<file path="src/rtl/jtag_tap_csr.sv">
// -----------------------------------------------------------------------------
// jtag_tap_csr
//
// Single-clock IEEE 1149.1 TAP controller with an integrated CSR access port.
// The TAP state machine, instruction register, data registers and TDO mux are
// all clocked by tck. Three CSR instructions let a debugger set an address,
// issue read/write requests, and run auto-incrementing bursts. A CSR update that
// arrives while a request is still outstanding is dropped and latches a sticky
// overrun flag.
//
// Ports
//   tck        in   sole clock, rising edge
//   trst       in   synchronous active-high reset
//   tms, tdi   in   JTAG mode select / serial data in
//   tdo        out  serial data out (0 when not shifting)
//   tdo_oe     out  high in SHIR / SHDR
//   csr_req    out  request, held until csr_ack
//   csr_we     out  1 = write, 0 = read
//   csr_addr   out  CSR address [ADDR_W]
//   csr_wdata  out  CSR write data [DATA_W]
//   csr_ack    in   CSR acknowledge
//   csr_rdata  in   CSR read data [DATA_W], sampled on completion
//   dbg_fsm    out  current TAP state encoding
// -----------------------------------------------------------------------------
module jtag_tap_csr #(
    parameter int unsigned IR_LEN     = 4,
    parameter int unsigned ADDR_W     = 3,
    parameter int unsigned DATA_W     = 32,
    parameter logic [31:0] IDCODE_VAL = 32'h1000_0001
) (
    input  logic              tck,
    input  logic              trst,
    input  logic              tms,
    input  logic              tdi,
    output logic              tdo,
    output logic              tdo_oe,
    output logic              csr_req,
    output logic              csr_we,
    output logic [ADDR_W-1:0] csr_addr,
    output logic [DATA_W-1:0] csr_wdata,
    input  logic              csr_ack,
    input  logic [DATA_W-1:0] csr_rdata,
    output logic [3:0]        dbg_fsm
);

    typedef enum logic [3:0] {
        TLR   = 4'd0,
        RTI   = 4'd1,
        SELDR = 4'd2,
        CAPDR = 4'd3,
        SHDR  = 4'd4,
        EX1DR = 4'd5,
        PSDR  = 4'd6,
        EX2DR = 4'd7,
        UPDR  = 4'd8,
        SELIR = 4'd9,
        CAPIR = 4'd10,
        SHIR  = 4'd11,
        EX1IR = 4'd12,
        PSIR  = 4'd13,
        EX2IR = 4'd14,
        UPIR  = 4'd15
    } tap_state_t;

    localparam logic [IR_LEN-1:0] INS_IDCODE = IR_LEN'(3'd1);
    localparam logic [IR_LEN-1:0] INS_ADDR   = IR_LEN'(3'd2);
    localparam logic [IR_LEN-1:0] INS_DATA   = IR_LEN'(3'd3);
    localparam logic [IR_LEN-1:0] INS_AUTO   = IR_LEN'(3'd4);
    localparam logic [IR_LEN-1:0] IR_CAPTURE = IR_LEN'(2'b01);

    // TAP state
    tap_state_t state_r;
    tap_state_t state_next_s;

    // Instruction path
    logic [IR_LEN-1:0] ir_r;
    logic [IR_LEN-1:0] ir_sh_r;

    // Data register shift chains
    logic [31:0]       idcode_sh_r;
    logic [ADDR_W+1:0] addr_sh_r;
    logic [DATA_W:0]   data_sh_r;
    logic              bypass_sh_r;

    // Instruction decode
    logic sel_idcode_s;
    logic sel_addr_s;
    logic sel_data_s;
    logic sel_auto_s;
    logic sel_bypass_s;

    // CSR side state
    logic [ADDR_W-1:0] addr_reg_r;
    logic [DATA_W-1:0] rdata_r;
    logic              overrun_r;
    logic              auto_r;
    logic              csr_req_r;
    logic              csr_we_r;
    logic [ADDR_W-1:0] csr_addr_r;
    logic [DATA_W-1:0] csr_wdata_r;

    // CSR control strobes
    logic              ack_done_s;
    logic              addr_update_s;
    logic              data_update_s;
    logic              issue_s;
    logic              overrun_set_s;
    logic [ADDR_W-1:0] addr_issue_s;

    // TDO path
    logic dr_tdo_s;
    logic tdo_s;
    logic tdo_oe_s;

    // TAP state register
    always_ff @(posedge tck) begin
        if (trst) begin
            state_r <= TLR;
        end else begin
            state_r <= state_next_s;
        end
    end

    // TAP next-state decode, one transition per tms sample
    always_comb begin
        state_next_s = state_r;
        case (state_r)
            TLR:     state_next_s = tms ? TLR   : RTI;
            RTI:     state_next_s = tms ? SELDR : RTI;
            SELDR:   state_next_s = tms ? SELIR : CAPDR;
            CAPDR:   state_next_s = tms ? EX1DR : SHDR;
            SHDR:    state_next_s = tms ? EX1DR : SHDR;
            EX1DR:   state_next_s = tms ? UPDR  : PSDR;
            PSDR:    state_next_s = tms ? EX2DR : PSDR;
            EX2DR:   state_next_s = tms ? UPDR  : SHDR;
            UPDR:    state_next_s = tms ? SELDR : RTI;
            SELIR:   state_next_s = tms ? TLR   : CAPIR;
            CAPIR:   state_next_s = tms ? EX1IR : SHIR;
            SHIR:    state_next_s = tms ? EX1IR : SHIR;
            EX1IR:   state_next_s = tms ? UPIR  : PSIR;
            PSIR:    state_next_s = tms ? EX2IR : PSIR;
            EX2IR:   state_next_s = tms ? UPIR  : SHIR;
            UPIR:    state_next_s = tms ? SELDR : RTI;
            default: state_next_s = TLR;
        endcase
    end

    // Instruction shift register and current instruction
    always_ff @(posedge tck) begin
        if (trst) begin
            ir_r    <= INS_IDCODE;
            ir_sh_r <= IR_LEN'(1'b0);
        end else begin
            if (state_r == CAPIR) begin
                ir_sh_r <= IR_CAPTURE;
            end else if (state_r == SHIR) begin
                ir_sh_r <= {tdi, ir_sh_r[IR_LEN-1:1]};
            end
            // Forcing IDCODE on the way into TLR makes it current for the whole
            // time the TAP sits in TLR; CSR state is deliberately left alone.
            if (state_next_s == TLR) begin
                ir_r <= INS_IDCODE;
            end else if (state_r == UPIR) begin
                ir_r <= ir_sh_r;
            end
        end
    end

    // Instruction decode; unknown codes and all-ones select BYPASS
    always_comb begin
        sel_idcode_s = 1'b0;
        sel_addr_s   = 1'b0;
        sel_data_s   = 1'b0;
        sel_auto_s   = 1'b0;
        case (ir_r)
            INS_IDCODE: sel_idcode_s = 1'b1;
            INS_ADDR:   sel_addr_s   = 1'b1;
            INS_DATA:   sel_data_s   = 1'b1;
            INS_AUTO: begin
                sel_data_s = 1'b1;
                sel_auto_s = 1'b1;
            end
            default:    sel_idcode_s = 1'b0;
        endcase
        sel_bypass_s = ~(sel_idcode_s | sel_addr_s | sel_data_s);
    end

    // Data register capture and LSB-first shift; tdi enters at each chain's MSB
    always_ff @(posedge tck) begin
        if (trst) begin
            idcode_sh_r <= 32'd0;
            addr_sh_r   <= '0;
            data_sh_r   <= '0;
            bypass_sh_r <= 1'b0;
        end else if (state_r == CAPDR) begin
            if (sel_idcode_s) begin
                idcode_sh_r <= IDCODE_VAL;
            end
            if (sel_addr_s) begin
                addr_sh_r <= {overrun_r, csr_req_r, addr_reg_r};
            end
            if (sel_data_s) begin
                data_sh_r <= {csr_req_r, rdata_r};
            end
            if (sel_bypass_s) begin
                bypass_sh_r <= 1'b0;
            end
        end else if (state_r == SHDR) begin
            if (sel_idcode_s) begin
                idcode_sh_r <= {tdi, idcode_sh_r[31:1]};
            end
            if (sel_addr_s) begin
                addr_sh_r <= {tdi, addr_sh_r[ADDR_W+1:1]};
            end
            if (sel_data_s) begin
                data_sh_r <= {tdi, data_sh_r[DATA_W:1]};
            end
            if (sel_bypass_s) begin
                bypass_sh_r <= tdi;
            end
        end
    end

    // CSR control strobes
    always_comb begin
        ack_done_s    = csr_req_r & csr_ack;
        addr_update_s = (state_r == UPDR) & sel_addr_s;
        data_update_s = (state_r == UPDR) & sel_data_s;
        // A request completing on this same edge frees the port, so the
        // update is accepted rather than counted as an overrun.
        issue_s       = data_update_s & (~csr_req_r | ack_done_s);
        overrun_set_s = data_update_s & csr_req_r & ~csr_ack;
        // The new request must see the address after a completing burst step.
        if (ack_done_s && auto_r) begin
            addr_issue_s = addr_reg_r + ADDR_W'(1'b1);
        end else begin
            addr_issue_s = addr_reg_r;
        end
    end

    // CSR handshake, address/read-data registers and sticky overrun
    always_ff @(posedge tck) begin
        if (trst) begin
            addr_reg_r  <= '0;
            rdata_r     <= '0;
            overrun_r   <= 1'b0;
            auto_r      <= 1'b0;
            csr_req_r   <= 1'b0;
            csr_we_r    <= 1'b0;
            csr_addr_r  <= '0;
            csr_wdata_r <= '0;
        end else begin
            if (ack_done_s && !csr_we_r) begin
                rdata_r <= csr_rdata;
            end

            // An explicit address write takes precedence over a burst increment.
            if (addr_update_s) begin
                addr_reg_r <= addr_sh_r[ADDR_W-1:0];
            end else if (ack_done_s && auto_r) begin
                addr_reg_r <= addr_reg_r + ADDR_W'(1'b1);
            end

            if (addr_update_s && addr_sh_r[ADDR_W+1]) begin
                overrun_r <= 1'b0;
            end else if (overrun_set_s) begin
                overrun_r <= 1'b1;
            end

            if (issue_s) begin
                csr_req_r   <= 1'b1;
                csr_we_r    <= data_sh_r[DATA_W];
                csr_wdata_r <= data_sh_r[DATA_W-1:0];
                csr_addr_r  <= addr_issue_s;
                auto_r      <= sel_auto_s;
            end else if (ack_done_s) begin
                csr_req_r <= 1'b0;
            end
        end
    end

    // TDO mux: IR chain in SHIR, selected DR chain in SHDR, otherwise quiet
    always_comb begin
        if (sel_idcode_s) begin
            dr_tdo_s = idcode_sh_r[0];
        end else if (sel_addr_s) begin
            dr_tdo_s = addr_sh_r[0];
        end else if (sel_data_s) begin
            dr_tdo_s = data_sh_r[0];
        end else begin
            dr_tdo_s = bypass_sh_r;
        end

        tdo_oe_s = (state_r == SHIR) | (state_r == SHDR);

        if (state_r == SHIR) begin
            tdo_s = ir_sh_r[0];
        end else if (state_r == SHDR) begin
            tdo_s = dr_tdo_s;
        end else begin
            tdo_s = 1'b0;
        end
    end

    assign tdo       = tdo_s;
    assign tdo_oe    = tdo_oe_s;
    assign csr_req   = csr_req_r;
    assign csr_we    = csr_we_r;
    assign csr_addr  = csr_addr_r;
    assign csr_wdata = csr_wdata_r;
    assign dbg_fsm   = state_r;

endmodule

</file>
<file path="config.mk">
export PLATFORM = sky130hd
export DESIGN_NAME = jtag_tap_csr
export DESIGN_NICKNAME = d
export VERILOG_FILES = /design/src/rtl/jtag_tap_csr.sv
export SDC_FILE = /design/constraint.sdc
export NUM_CORES = 1
export LEC_CHECK = 0
export CAP_MARGIN = 20
export CORE_MARGIN = 4
export CORE_UTILIZATION = 51
export DETAILED_ROUTE_END_ITERATION = 16
export PLACE_DENSITY = 0.74
export SYNTH_ARGS = -nofsm -noshare
export SYNTH_HDL_FRONTEND = slang
export SYNTH_SLANG_ARGS = --single-unit
export TNS_END_PERCENT = 50
</file>
<file path="constraint.sdc">
create_clock -name tck -period 2.4 [get_ports tck]
set_input_delay 0.36 -clock tck [delete_from_list [all_inputs] [get_ports tck]]
set_output_delay 0.36 -clock tck [all_outputs]
set_load 0.05 [all_outputs]
</file>
==> results.py <==
metrics = {
    "outcome": {
        "status": "finished, final reports clean",
    },
    "clock_tree": {
        "cts.clk_slew.worst_paths_ns": 0.06,
        "clock-sinks": 157,
        "post_cts_buffers": 0,
        "clockRootBuffer": "clkbuf_16",
        "cts_hold_buffers": 0,
        "cts_buffer_depth": 2,
        "ctsHtreeMaxLevel": 4,
        "cts_buffers": 17,
        "clk_latency_ns": 0.42,
        "cts_tree": "built",
    },
    "layout": {
        "nets": 882,
        "n_antenna_cell": 0,
        "area.growth.synth_to_final_pct": 24.77,
        "layout-drive-gt1-share_pct": 9.802,
    },
    "critical_path": {
        "crit_type": "flip-flop to primary output",
        "required_ns": 2.04,
        "critPathMaxStageDelay_ns": 0.71,
        "crit_arrival_ns": 1.92,
        "worst_setup_path_end_kind": "primary output",
        "cp_cell_sequence": "or4b_2, nand3_1, o31ai_4, buf_12",
        "cp-start-kind": "flip-flop",
        "crit_slowest_cell": "or4b_2",
        "worst-path-stages": 4,
        "crit_path_max_fanout": 13,
        "worstRegToRegCells": 5,
        "critical_path_buf_inv_count": 1,
        "crit_family": "simple AND/OR/NAND/NOR gates",
    },
    "floorplanning": {
        "fp.dieH_um": 119.7,
        "num_rows": 40,
        "chipWidth_um": 119.7,
        "start_util_pct": 52.54,
        "core_um2": 12110,
        "die_area_um2": 14330,
        "io_pins": 80,
    },
    "detailed_routing": {
        "dr_total_vias": 5663,
        "first_pass_iters": 6,
        "drt_iter0_drc": 501,
        "antenna_left": 0,
        "vias_per_cell": 5.525,
        "wl_per_cell_um": 14.67,
        "wl_um": 15040,
        "drc": 0,
    },
    "yosys": {
        "yosysSeqAreaShare_pct": 49.39,
        "synth_nets": 838,
        "synth.largest_area_cell": "dfxtp_1",
        "async_reset_ff_share_pct": 0,
        "ys_top_cells_by_area": "dfxtp_1 49%, nand2_1 15%, a21oi_1 8.5%, a311oi_1 3.9%, nor2_1 3.3%",
        "synth-edff-count": 0,
        "syn_avg_cell_area_um2": 7.955,
        "netlist_area_um2": 6364,
        "synth_top_area_share_pct": 49.39,
        "ys_warn_count": 0,
        "yosys_most_used_dff": "dfxtp_1",
        "postSynthCellCount": 800,
        "ys_ff_latch": 157,
        "synth_cell_types": 52,
    },
    "sta": {
        "min_period_ns": 2.283,
        "finalHoldViolCount": 0,
        "fmax_mhz": 437.9,
        "rsz0062_at_grt": "false",
        "finClkSkew_ns": 0.005736,
        "setup_slack_ns": 0.1165,
        "finalCritPeriodShare_pct": 95.14,
        "tightest_slew_ns": 0.7166,
        "finalMaxSlewViolations": 0,
        "setup_viol": 0,
        "fin_tns_setup_ns": 0,
        "slew_headroom_pct": 52.23,
        "finalHoldWorstSlack_ns": 0.4117,
    },
    "power_and_ir_drop": {
        "power.leakage_nw": 2.494,
        "power_mw": 5.662,
        "ir_drop_v": 0.0004649,
        "power_density_nw_per_um2": 713.0,
    },
    "placement": {
        "place_hpwl_um": 9679,
        "gp_congestion": 0.8167,
        "post-place-ws_ns": 0.2149,
        "io_buffers": 79,
    },
    "hold_path": {
        "hold_depth": 2,
        "hp-class": "input pin to flip-flop",
    },
    "global_route": {
        "grt_max_degree": 67,
        "grt_remaining_overflow": 0,
        "grt_use_total_pct": 21.33,
        "grt_pass1_wl_um": 25110,
        "grt_pass1_vias": 5335,
        "antenna_found_initial": 0,
    },
    "flow_run": {
        "drv_cap": 0,
    },
}
worst paths after layout:
check                              start                     endpoint  slack, ns
max                 ir_r[1]$_SDFFE_PP0P_                          tdo       0.12
min                                 trst     rdata_r[23]$_SDFFE_PP0P_       0.41
max reg2reg        dbg_fsm[1]$_SDFF_PP0_   data_sh_r[13]$_SDFFE_PP0P_       0.35
min reg2reg  idcode_sh_r[2]$_SDFFE_PP0P_  idcode_sh_r[2]$_SDFFE_PP0P_       0.45
layout make-up:
cell class / count / area (µm²)
clock buffers: 22 / 474.2
clock inverters: 10 / 136.4
fillers: 1050 / 4172
inverters: 5 / 18.77
multi-input cells: 567 / 2957
flip-flops and latches: 157 / 3152
well taps: 168 / 210.2
repair buffers: 96 / 992.2
layer usage:
metal  vias to the layer above  wire (µm)  GRT usage, %
li1                       2815          -             -
met1                      2668       6677         27.52
met2                       161       7342         34.60
met3                        19        805         5.702
met4                         0        214         7.445
met5                         -          0             0
cell usage in the layout, fill, tap and decap left out, drive strengths merged, types with 4 or more instances in the layout:
cell type,synthesis,layout
nand2,247,247
inv,5,6
buf,20,22
nor2,56,56
nor4b,4,4
clkbuf,51,22
a211oi,8,8
a311oi,38,38
nand3,36,36
mux2i,4,4
o31ai,4,4
clkdlybuf4s50,0,73
nand2b,5,5
a21oi,109,109
nor2b,6,6
o21ai,6,6
nor3,9,9
dfxtp,157,157
registers in the layout (all words and copies together) (netlist names):
name,cells
data_sh_r,33
csr_wdata,32
idcode_sh_r,32
rdata_r,32
addr_sh_r,5
dbg_fsm,4
ir_r,4
ir_sh_r,4
addr_reg_r,3
csr_addr,3
auto_r,1
bypass_sh_r,1
csr_req,1
csr_we,1
overrun_r,1
synth_stat cells, types with 2 or more instances:
cell type,number
a31oi_1,2
nand2_1,247
xor2_1,2
buf_4,3
nand4_1,2
nor3_1,9
o21ai_0,5
nand3b_1,2
nor2b_1,6
a21oi_1,108
mux2i_1,4
clkbuf_1,51
buf_6,2
o31ai_1,4
nand2b_1,5
nor4b_2,2
a311oi_2,10
nor4bb_1,2
a211oi_1,8
buf_2,14
a311oi_1,28
inv_1,5
nor4b_1,2
xnor2_1,2
nor2_1,56
o211a_1,2
nand3_1,36
dfxtp_1,157
repair_timing:
item                       in CTS  in global routing
setup endpoints to repair       2                  1
resized for setup               7                  3
pin swaps                       0                  0
gates cloned                    0                  0
where the power goes:
| group | switching, mW | internal [mW] |
|---|---|---|
| sequential | 0.0285 | 2.62 |
| clock | 1.02 | 1.72 |
| combinational | 0.165 | 0.117 |
worst reg2reg max path, cell delays in order (launching register included):
cell,delay [ns]
dfxtp_2,0.44
or4b_4,0.61
a22oi_2,0.22
buf_12,0.31
nor2_1,0.10
a311oi_1,0.28
kinds of logic after synthesis:
kind of cell | share of synthesized area (%)
and+or+nand+nor | 25.38
xor gates and xnor gates | 0.5506
muxes | 0.8061
buffers and inverters | 5.171
adders and majority gates | 0.1966
DFF | 49.39
AOI/OAI and AO/OA | 18.50
stage by stage:
step | util [%] | area, µm² | std cells
2_1_floorplan | - | 6382 | 800
3_3_place_gp | 60.35 | 7310 | 993
3_5_place_dp | 60.35 | 7310 | 993
4_1_cts | 65.51 | 7934 | 1025
5_1_grt | 65.56 | 7940 | 1025
6_report | 65.56 | 7940 | 1025
No activity file was read; power rests on OpenSTA's default activity.
